--- config.mk ---
export PLATFORM = sky130hd
export DESIGN_NAME = led_panel_renderer
export DESIGN_NICKNAME = d
export VERILOG_FILES = /design/src/rtl/led_panel_renderer.sv
export SDC_FILE = /design/constraint.sdc
export NUM_CORES = 1
export LEC_CHECK = 0
export ABC_AREA = 1
export CORE_MARGIN = 2
export CORE_UTILIZATION = 54
export DETAILED_ROUTE_END_ITERATION = 6
export GPL_TIMING_DRIVEN = 0
export PLACE_DENSITY = 0.88
export SYNTH_ARGS = -nofsm -noshare
export SYNTH_HDL_FRONTEND = slang
export SYNTH_SLANG_ARGS = --single-unit
--- constraint.sdc ---
create_clock -name clk_i -period 2.46 [get_ports clk_i]
set_input_delay 0.492 -clock clk_i [delete_from_list [all_inputs] [get_ports clk_i]]
set_output_delay 0.492 -clock clk_i [all_outputs]
set_load 0.03 [all_outputs]
--- src/rtl/led_panel_renderer.sv ---
// VGA renderer for a row of indicator lights. It owns the sync timing and latches the LED and mode
// inputs once per frame, so a frame never shows two different LED patterns.
module led_panel_renderer #(
   parameter int unsigned N_LIGHTS    = 6,
   parameter int unsigned LIGHT_X0    = 224,
   parameter int unsigned LIGHT_PITCH = 80,
   parameter int unsigned LIGHT_W     = 40,
   parameter int unsigned LIGHT_Y0    = 229,
   parameter int unsigned LIGHT_H     = 31,
   parameter int unsigned H_VIS       = 640,
   parameter int unsigned H_FP        = 16,
   parameter int unsigned H_SYNC      = 96,
   parameter int unsigned H_BP        = 48,
   parameter int unsigned V_VIS       = 480,
   parameter int unsigned V_FP        = 10,
   parameter int unsigned V_SYNC      = 2,
   parameter int unsigned V_BP        = 33,
   parameter logic [23:0] BG_COLOR    = 24'h000080,
   parameter logic [23:0] ON_COLOR    = 24'hFF0000,
   parameter logic [23:0] OFF_COLOR   = 24'h404040,
   parameter int unsigned BLINK_LOG2  = 5
) (
   input  logic                clk_i,
   input  logic                reset_i,
   input  logic                pix_en_i,
   input  logic [N_LIGHTS-1:0] leds_i,
   input  logic [1:0]          mode_i,
   output logic                hsync_o,
   output logic                vsync_o,
   output logic                bright_o,
   output logic [9:0]          hcount_o,
   output logic [9:0]          vcount_o,
   output logic [7:0]          vga_r_o,
   output logic [7:0]          vga_g_o,
   output logic [7:0]          vga_b_o
);

   localparam int unsigned HTot = H_VIS + H_FP + H_SYNC + H_BP;
   localparam int unsigned VTot = V_VIS + V_FP + V_SYNC + V_BP;
   localparam int unsigned FcW  = BLINK_LOG2 + 1;

   localparam logic [9:0] HMax       = 10'(HTot - 1);
   localparam logic [9:0] VMax       = 10'(VTot - 1);
   localparam logic [9:0] HVis       = 10'(H_VIS);
   localparam logic [9:0] VVis       = 10'(V_VIS);
   localparam logic [9:0] HSyncStart = 10'(H_VIS + H_FP);
   localparam logic [9:0] HSyncEnd   = 10'(H_VIS + H_FP + H_SYNC);
   localparam logic [9:0] VSyncStart = 10'(V_VIS + V_FP);
   localparam logic [9:0] VSyncEnd   = 10'(V_VIS + V_FP + V_SYNC);

   logic [9:0]          h_q, h_d, v_q, v_d;
   logic [N_LIGHTS-1:0] led_sh_q, led_sh_d;
   logic [1:0]          mode_sh_q, mode_sh_d;
   logic [FcW-1:0]      frame_q, frame_d;

   logic                hsync_q, vsync_q, bright_q;
   logic [9:0]          hcount_q, vcount_q;
   logic [23:0]         rgb_q;

   logic                hsync_c, vsync_c, bright_c;
   logic [23:0]         rgb_c;
   logic [N_LIGHTS-1:0] led_state;
   logic [N_LIGHTS-1:0] shifted;
   logic [31:0]         h_ext, v_ext;
   logic                in_row, any_hit, hit_on;

   always_comb begin
      h_d       = h_q;
      v_d       = v_q;
      led_sh_d  = led_sh_q;
      mode_sh_d = mode_sh_q;
      frame_d   = frame_q;
      if (pix_en_i) begin
         if (h_q == HMax) begin
            h_d = '0;
            v_d = (v_q == VMax) ? '0 : v_q + 10'd1;
         end else begin
            h_d = h_q + 10'd1;
         end
         // Start of frame: sample the live inputs so the whole frame uses one snapshot.
         if (h_q == '0 && v_q == '0) begin
            led_sh_d  = leds_i;
            mode_sh_d = mode_i;
            frame_d   = frame_q + 1'b1;
         end
      end
   end

   always_ff @(posedge clk_i or posedge reset_i) begin
      if (reset_i) begin
         h_q       <= '0;
         v_q       <= '0;
         led_sh_q  <= '0;
         mode_sh_q <= 2'b00;
         frame_q   <= '0;
      end else begin
         h_q       <= h_d;
         v_q       <= v_d;
         led_sh_q  <= led_sh_d;
         mode_sh_q <= mode_sh_d;
         frame_q   <= frame_d;
      end
   end

   always_comb begin
      unique case (mode_sh_q)
         2'b01:   led_state = led_sh_q & {N_LIGHTS{~frame_q[BLINK_LOG2]}};
         2'b10:   led_state = ~led_sh_q;
         default: led_state = led_sh_q;
      endcase
   end

   always_comb begin
      h_ext   = {22'd0, h_q};
      v_ext   = {22'd0, v_q};
      in_row  = (v_ext >= LIGHT_Y0) && (v_ext < LIGHT_Y0 + LIGHT_H);
      any_hit = 1'b0;
      hit_on  = 1'b0;
      shifted = '0;
      // Light 0 is leftmost and displays the most significant LED bit.
      for (int unsigned i = 0; i < N_LIGHTS; i++) begin
         if (h_ext >= LIGHT_X0 + i * LIGHT_PITCH &&
             h_ext < LIGHT_X0 + i * LIGHT_PITCH + LIGHT_W) begin
            shifted = led_state >> (N_LIGHTS - 1 - i);
            any_hit = 1'b1;
            hit_on  = shifted[0];
         end
      end
   end

   always_comb begin
      bright_c = (h_q < HVis) && (v_q < VVis);
      hsync_c  = !((h_q >= HSyncStart) && (h_q < HSyncEnd));
      vsync_c  = !((v_q >= VSyncStart) && (v_q < VSyncEnd));
      if (!bright_c) begin
         rgb_c = 24'h000000;
      end else if (any_hit && in_row) begin
         rgb_c = hit_on ? ON_COLOR : OFF_COLOR;
      end else begin
         rgb_c = BG_COLOR;
      end
   end

   always_ff @(posedge clk_i or posedge reset_i) begin
      if (reset_i) begin
         hsync_q  <= 1'b1;
         vsync_q  <= 1'b1;
         bright_q <= 1'b0;
         hcount_q <= '0;
         vcount_q <= '0;
         rgb_q    <= '0;
      end else if (pix_en_i) begin
         hsync_q  <= hsync_c;
         vsync_q  <= vsync_c;
         bright_q <= bright_c;
         hcount_q <= h_q;
         vcount_q <= v_q;
         rgb_q    <= rgb_c;
      end
   end

   assign hsync_o  = hsync_q;
   assign vsync_o  = vsync_q;
   assign bright_o = bright_q;
   assign hcount_o = hcount_q;
   assign vcount_o = vcount_q;
   assign vga_r_o  = rgb_q[23:16];
   assign vga_g_o  = rgb_q[15:8];
   assign vga_b_o  = rgb_q[7:0];

endmodule

==> results.md, run 1 <==
* Status: completed
* Critical R2R Capture: led_sh_q[2]
* Clock transition at the register clock pins on the worst setup and hold paths after CTS at 70 ps
* Cell internal pwr at about 1.9 mW
* Cell count of the worst hold path at 3
* Unrepaired setup endpoints after global routing: no
* Area grow syn2layout at 23.6%
* Fin util at between 60 and 70%
* Starting DRC count in detailed routing at 171
* Final critical-path share of the clock period at between 80% and 90%
* Share of flip-flops with an asynchronous set or reset at 100%
* Count of max-cap constraint violations at 0
* Launching element type of the critical path: flip-flop
* Total core area at approximately 6300 um2
* Total power per unit cell area at about 620 nW/um2
* Number of distinct library cell variants in the gate-level netlist after synthesis at 37
* Last element of the critical path: vga_r_o[5]
* Combinational fraction of design power at approximately 18%
* Sequential fraction of the synthesis area at 43.4%
* Number of cells after detailed placement at between 500 and 600
* Post-Synthesis Mean Instance Area at between 8 and 9 um2
* Fraction of power consumed by sequential logic at 42.4%
* Setup TNS at 0 ps
* Antenna Cells at 0
* DRC violation count after routing at 0
* Worst setup slack before clock tree synthesis at 606 ps
* Sw Pwr at ~0.79 mW
* Clock tree from TritonCTS: built
* Post-detailed-routing wire length at around 8000 um
* H-tree levels at 3
* Hold slack final at about 470 ps
* Chip width at around 85 um
* Commonest cells in the synthesized netlist: nand2_1 (98), dfrtp_1 (59), inv_1 (44)
* Post-synth top area cell: dfrtp_1
* IO Count at a little under 60
* Count of flip-flops with a built-in enable after synthesis at 0
* Final-stage net count at between 500 and 600
* Filler cell count at 537
* Vertical die dimension at approximately 85 um
* Library cell with the highest instance count after synthesis: nand2_1
* Via count of the first global-routing pass at approximately 2800
* Crit-path max FO at 8
* Worst-margin pin slew at between 500 and 600 ps
* Sort of element at the end of the critical path: primary output
* Iteration count of the initial detailed-routing pass at 4
* Final-report setup violation count at 0
* R2R setup slack at between 500 and 600 ps
* Clock Sink Count at approximately 60
* Wire length per cell at roughly 14 um
* Max frequency at roughly 480 MHz
* Crit path from: rgb_q[21]
* Footprint of the flip-flops and latches at between 1500 and 2000 um2
* Post-DP Area at a little over 4000 um2
* Number of buffers added for setup after CTS at 0
* Cell area after synthesis at around 3500 um2
* Area of the die at 7180 um2
* Number of hold-slack violations in the final timing report at 0
* Worst slew margin at 66.5%
* Total of flip-flops plus latches after synthesis at about 60
* Category of the most critical setup path: reg2out
* Clock period minus worst slack at 2090 ps
* Number of antenna violations at the first check in global routing at 0
* Bufs on Longest Clock Path at 2
* Layout Skew at approximately 14 ps
* Instance count of the mapped netlist at about 430
* Area of the multi-input gates at 1610 um2
* Largest cells by area after synthesis: dfrtp_1 (42%), nand2_1 (10%), buf_4 (4.9%)
* Starting Density at 55.7%
* Non-Filler Cell Area, Final at 4350 um2
* Final Power at ~2.7 mW
* Reg2reg start: v_q[1]
* Post-CTS resize count at 0
* GRT Util Overall at 23.2%
* Number of antenna-violating nets in the routed design at 0
* Class of the most critical hold timing path: in2reg
* Clock network latency to the later pin of the worst-skew pair at between 300 and 400 ps
* TritonCTS Buffers at 9
* Vias per std cell at just over 5
* Req. time, crit path at 1970 ps
* Clock share of power at between 30 and 40%
* Synth Flop Type: dfrtp_1
* Placed wire-length estimate after detailed placement at between 6000 and 7000 um
* # rows at 29
* CP Data Arrival Time at between 1500 and 2000 ps
* Number of hold buffers added after CTS at 0
* Crit path setup slack, layout at about 370 ps
* Gpl congestion at ~0.92
* Top cell type's share of synthesized area at 41.9%
* Yosys synthesis warning count at 0
* Peak supply drop at roughly 0.00047 V
* Proportion of layout cells with a drive suffix above 1 at 15.5%
* Number of slew-limit violations in the final report at 0
* Depth of the worst register-to-register path at 7
* Pin count of the biggest net entering global routing at 40
* Number of port buffers at 43
* Vias after detailed routing at 2975
* P_leak at 2.15 nW
* First-pass GRT wire length at 13200 um
* Switching share of power at between 20 and 30%
* Root Buffer: clkbuf_8
* Final Instance Count excl. Fillers at 574
* Total gr overflow at 0
-- flip-flops by register name (all words and copies together), names as in the netlist, 2 cells and up --
register   cells
h_q           10
hcount_o      10
v_q           10
vcount_o      10
frame_q        6
led_sh_q       6
rgb_q          4
mode_sh_q      2
-- power groups by stage --
stage	logic [mW]	registers (mW)	clock network, mW
after floorplan	0.250	1.23	0
after global placement	0.473	1.16	0
after detailed placement	0.487	1.17	0
after CTS	0.489	1.15	1.09
after global routing	0.539	1.16	1.14
final	0.487	1.15	1.08
-- worst max-delay path: stages (launching register included) --
cell and delay, ps:
dfrtp_1 460, buf_4 140, clkdlybuf4s50_1 660
-- layout make-up --
class,count,share of cell area (%)
inverters,49,4.40
clock buffers,10,2.93
repair buffers,44,10.4
flip-flops and latches,61,35.1
clock inverters,6,2.56
multi-input cells,295,37.0
plain buffers,32,5.44
well taps,77,2.21
-- how the worst min path moves through the flow --
stage / startpoint / endpoint / slack [ps]
after floorplan: frame_q[4] / frame_q[4] / 440
after global routing: hsync_o / hsync_o / 490
final: pix_en_i / hcount_o[6] / 470
after CTS: pix_en_i / hcount_o[6] / 460
after global placement: vcount_o[3] / vcount_o[3] / 460
after detailed placement: hsync_o / hsync_o / 460
-- cell families (layout without fill, tap and decap cells) --
family	count (synthesis)	in the layout	synth area share, %
xor gates and xnor gates	10	10	2.49
and+or+nand+nor	206	206	27.4
AOI/OAI and AO/OA	48	48	7.39
other	1	13	0.107
adders and majority gates	9	9	3.20
buffers and inverters	81	141	12.2
muxes	9	9	3.84
DFF	61	61	43.4
-- layer usage --
metal  global-route usage, %  up-vias  part of all wire [%]
li1                        -     1476                     -
met3                    3.54       14                   5.2
met2                    36.6       90                    46
met4                    8.95        0                   2.2
met1                    32.3     1395                    47
met5                       0        -                     0
-- cells in the final DEF, fill, tap and decap left out, types with 2 or more instances in the layout --
| master | count |
|---|---|
| a21oi_1 | 6 |
| a31oi_1 | 4 |
| buf_4 | 23 |
| buf_6 | 4 |
| bufinv_16 | 3 |
| clkbuf_1 | 6 |
| clkbuf_8 | 9 |
| clkdlybuf4s50_1 | 43 |
| clkinv_4 | 2 |
| conb_1 | 13 |
| dfrtp_1 | 59 |
| dfstp_2 | 2 |
| ha_1 | 9 |
| inv_1 | 43 |
| inv_2 | 4 |
| mux2_4 | 9 |
| nand2_1 | 98 |
| nand2_2 | 3 |
| nand3_1 | 31 |
| nand4_1 | 6 |
| nor2_1 | 36 |
| nor2_2 | 2 |
| nor2_4 | 2 |
| nor3_1 | 10 |
| nor3_2 | 5 |
| nor3_4 | 2 |
| nor3b_1 | 2 |
| nor4_1 | 5 |
| o21ai_0 | 33 |
| o21bai_1 | 2 |
| xnor2_1 | 2 |
| xor2_1 | 8 |
No activity file was read; power rests on OpenSTA's default activity.
==> run 2: changes to the inputs <==
Settings changed: TNS_END_PERCENT from default to 30.
==> results of run 2 <==
No change in the layout: final DEF, timing and power equal those of run 1.
==> run 3: changes to the inputs <==
Settings changed: REMOVE_ABC_BUFFERS from default to 1.
==> results.md, run 3 (synthesis gave the netlist of run 1 again) <==
* Status: completed (unchanged)
* Depth of the worst register-to-register path at 7 (unchanged)
* Launching element type of the critical path: flip-flop (unchanged)
* Worst path buffer plus inverter count at 1 (was 2)
* Stage delay of the slowest cell on the critical path at 660 ps (about the same)
* H-tree levels at 3 (unchanged)
* Placed wire-length estimate after detailed placement at 5560 um (was 6050 um)
* Vias after detailed routing at 2885 (was 2975)
* Critical path, cell by cell: clkdlybuf4s50_1 (was buf_4, clkdlybuf4s50_1)
* Number of slew-limit violations in the final report at 0 (unchanged)
* Crit-path max FO at 2 (was 8)
* Iteration count of the initial detailed-routing pass at 5 (was 4)
* Layout Skew at 9.06 ps (was 13.9 ps)
* Sort of element at the end of the critical path: primary output (unchanged)
* Vertical die dimension at 84.7 um (unchanged)
* Hold slack final at 466 ps (was 468 ps)
* Clock period minus worst slack at 2030 ps (was 2090 ps)
* Number of hold buffers added after CTS at 0 (unchanged)
* Worst slew margin at 28.5% (was 66.5%)
* Count of max-cap constraint violations at 0 (unchanged)
* Via count of the first global-routing pass at 2798 (was 2809)
* Worst-margin pin slew at 1070 ps (was 502 ps)
* Req. time, crit path at 1970 ps (about the same)
* Vias per std cell at 5.31 (was 5.18)
* Commonest cells after routing, fill and taps aside: nand2_1 (98), dfrtp_1 (59), inv_1 (43), clkdlybuf4s50_1 (43), nor2_1 (36) (unchanged)
* # rows at 29 (unchanged)
* Pin count of the biggest net entering global routing at 43 (was 40)
* Total core area at 6310 um2 (unchanged)
* Starting DRC count in detailed routing at 421 (was 171)
* Number of buffers added for setup after CTS at 0 (unchanged)
* Area grow syn2layout at 15.3% (was 23.6%)
* Final-report setup violation count at 0 (unchanged)
* Category of the most critical setup path: reg2out (unchanged)
* Max frequency at 492 MHz (was 477 MHz)
* Proportion of layout cells with a drive suffix above 1 at 10.1% (was 15.5%)
* Clock network latency to the later pin of the worst-skew pair at 350 ps (was 340 ps)
* GRT Util Overall at 22.4% (was 23.2%)
* Total gr overflow at 0 (unchanged)
* Filler cell count at 526 (was 537)
* Gpl congestion at 0.937 (was 0.918)
* Top cell family by delay on the critical path: buffers and inverters (unchanged)
* Number of hold-slack violations in the final timing report at 0 (unchanged)
* Peak supply drop at 0.000596 V (was 0.000469 V)
* Most common cell after layout, fill and taps aside: nand2_1 (unchanged)
* Clock tree from TritonCTS: built (unchanged)
* DRC violation count after routing at 0 (unchanged)
* Bufs on Longest Clock Path at 2 (unchanged)
* Root Buffer: clkbuf_8 (unchanged)
* Starting Density at 55.7% (unchanged)
* Post-detailed-routing wire length at 7520 um (was 7930 um)
* Unrepaired setup endpoints after global routing: no (unchanged)
* Antenna Cells at 0 (unchanged)
* Class of the most critical hold timing path: in2async (was in2reg)
* Number of port buffers at 44 (was 43)
* Clock transition at the register clock pins on the worst setup and hold paths after CTS at 60 ps (was 70 ps)
* Final Power at 2.40 mW (was 2.71 mW)
* Area of the die at 7180 um2 (unchanged)
* Number of antenna-violating nets in the routed design at 0 (unchanged)
* CP Data Arrival Time at 1540 ps (was 1600 ps)
* Clock Sink Count at 61 (unchanged)
* Final critical-path share of the clock period at 82.6% (was 85.1%)
* Chip width at 84.7 um (unchanged)
* Final-stage net count at 481 (was 512)
* Worst-path cell with the longest stage delay: clkdlybuf4s50_1 (unchanged)
* Number of antenna violations at the first check in global routing at 0 (unchanged)
* Crit. path cell count at 1 (was 2)
* TritonCTS Buffers at 9 (unchanged)
* Total power per unit cell area at 592 nW/um2 (was 624 nW/um2)
* IO Count at 58 (unchanged)
* First-pass GRT wire length at 12900 um (was 13200 um)
* Wire length per cell at 13.8 um (about the same)
* P_leak at 1.98 nW (was 2.15 nW)
[run 3: changes by cell type in the layout (fill, tap and decap cells not counted)]
cell	delta
clkbuf_1	-2
buf_4	-23
clkinv_4	-1
dlymetal6s2s_1	+1
clkbuf_8	+2
bufinv_16	-3
buf_6	-4
clkinvlp_4	-1
[run 3: timing repair]
| item | in CTS | in global routing |
|---|---|---|
| resized for setup | 0 | 1 |
| setup endpoints to repair | 0 | 14 |
| hold endpoints to repair | 0 | 0 |
[run 3: report_power, final]
part / total, mW / internal (mW) / switching (mW)
logic: 0.468 / 0.153 / 0.315
clock network: 0.790 / 0.421 / 0.369
registers: 1.15 / 1.08 / 0.0685
[run 3: cell type report]
class | count | area, um2 | area share [%]
multi-input cells | 295 | 1610 | 39.6
flip-flops and latches | 61 | 1530 | 37.7
repair buffers | 45 | 463 | 11.4
inverters | 49 | 191 | 4.72
clock buffers | 15 | 166 | 4.10
well taps | 77 | 96.3 | 2.37
clock inverters | 1 | 5.00 | 0.123
[run 3: stage by stage]
step                setup slack, ps  instance area, um2  utilization (%)  TNS, ps  cells
finish                          428                4060             64.3        0    543
CTS                             134                4060             64.2        0    543
floorplan                       415                3330                -        0    405
detailed placement             -256                3880             61.5    -3840    527
global route                    262                4060             64.3        0    543
global placement               -544                3860             61.2   -35050    526
[run 3: per-layer routing]
layer	part of all wire [%]	up-vias	global-route usage, %
li1	-	1417	-
met1	45	1339	30.2
met2	47	119	36.0
met3	7.2	10	5.70
met4	1.2	0	6.93
met5	0	-	0
[run 3: final timing paths]
path | slack, ps | from | to
max in group asynchronous | 1360 | reset_i | hsync_o
min in group clk_i | 480 | hcount_o[0] | hcount_o[0]
setup reg to reg | 440 | v_q[1] | frame_q[3]
hold / removal | 470 | reset_i | hcount_o[0]
hold reg to reg | 480 | hcount_o[0] | hcount_o[0]
setup / recovery | 430 | vsync_o | vsync_o
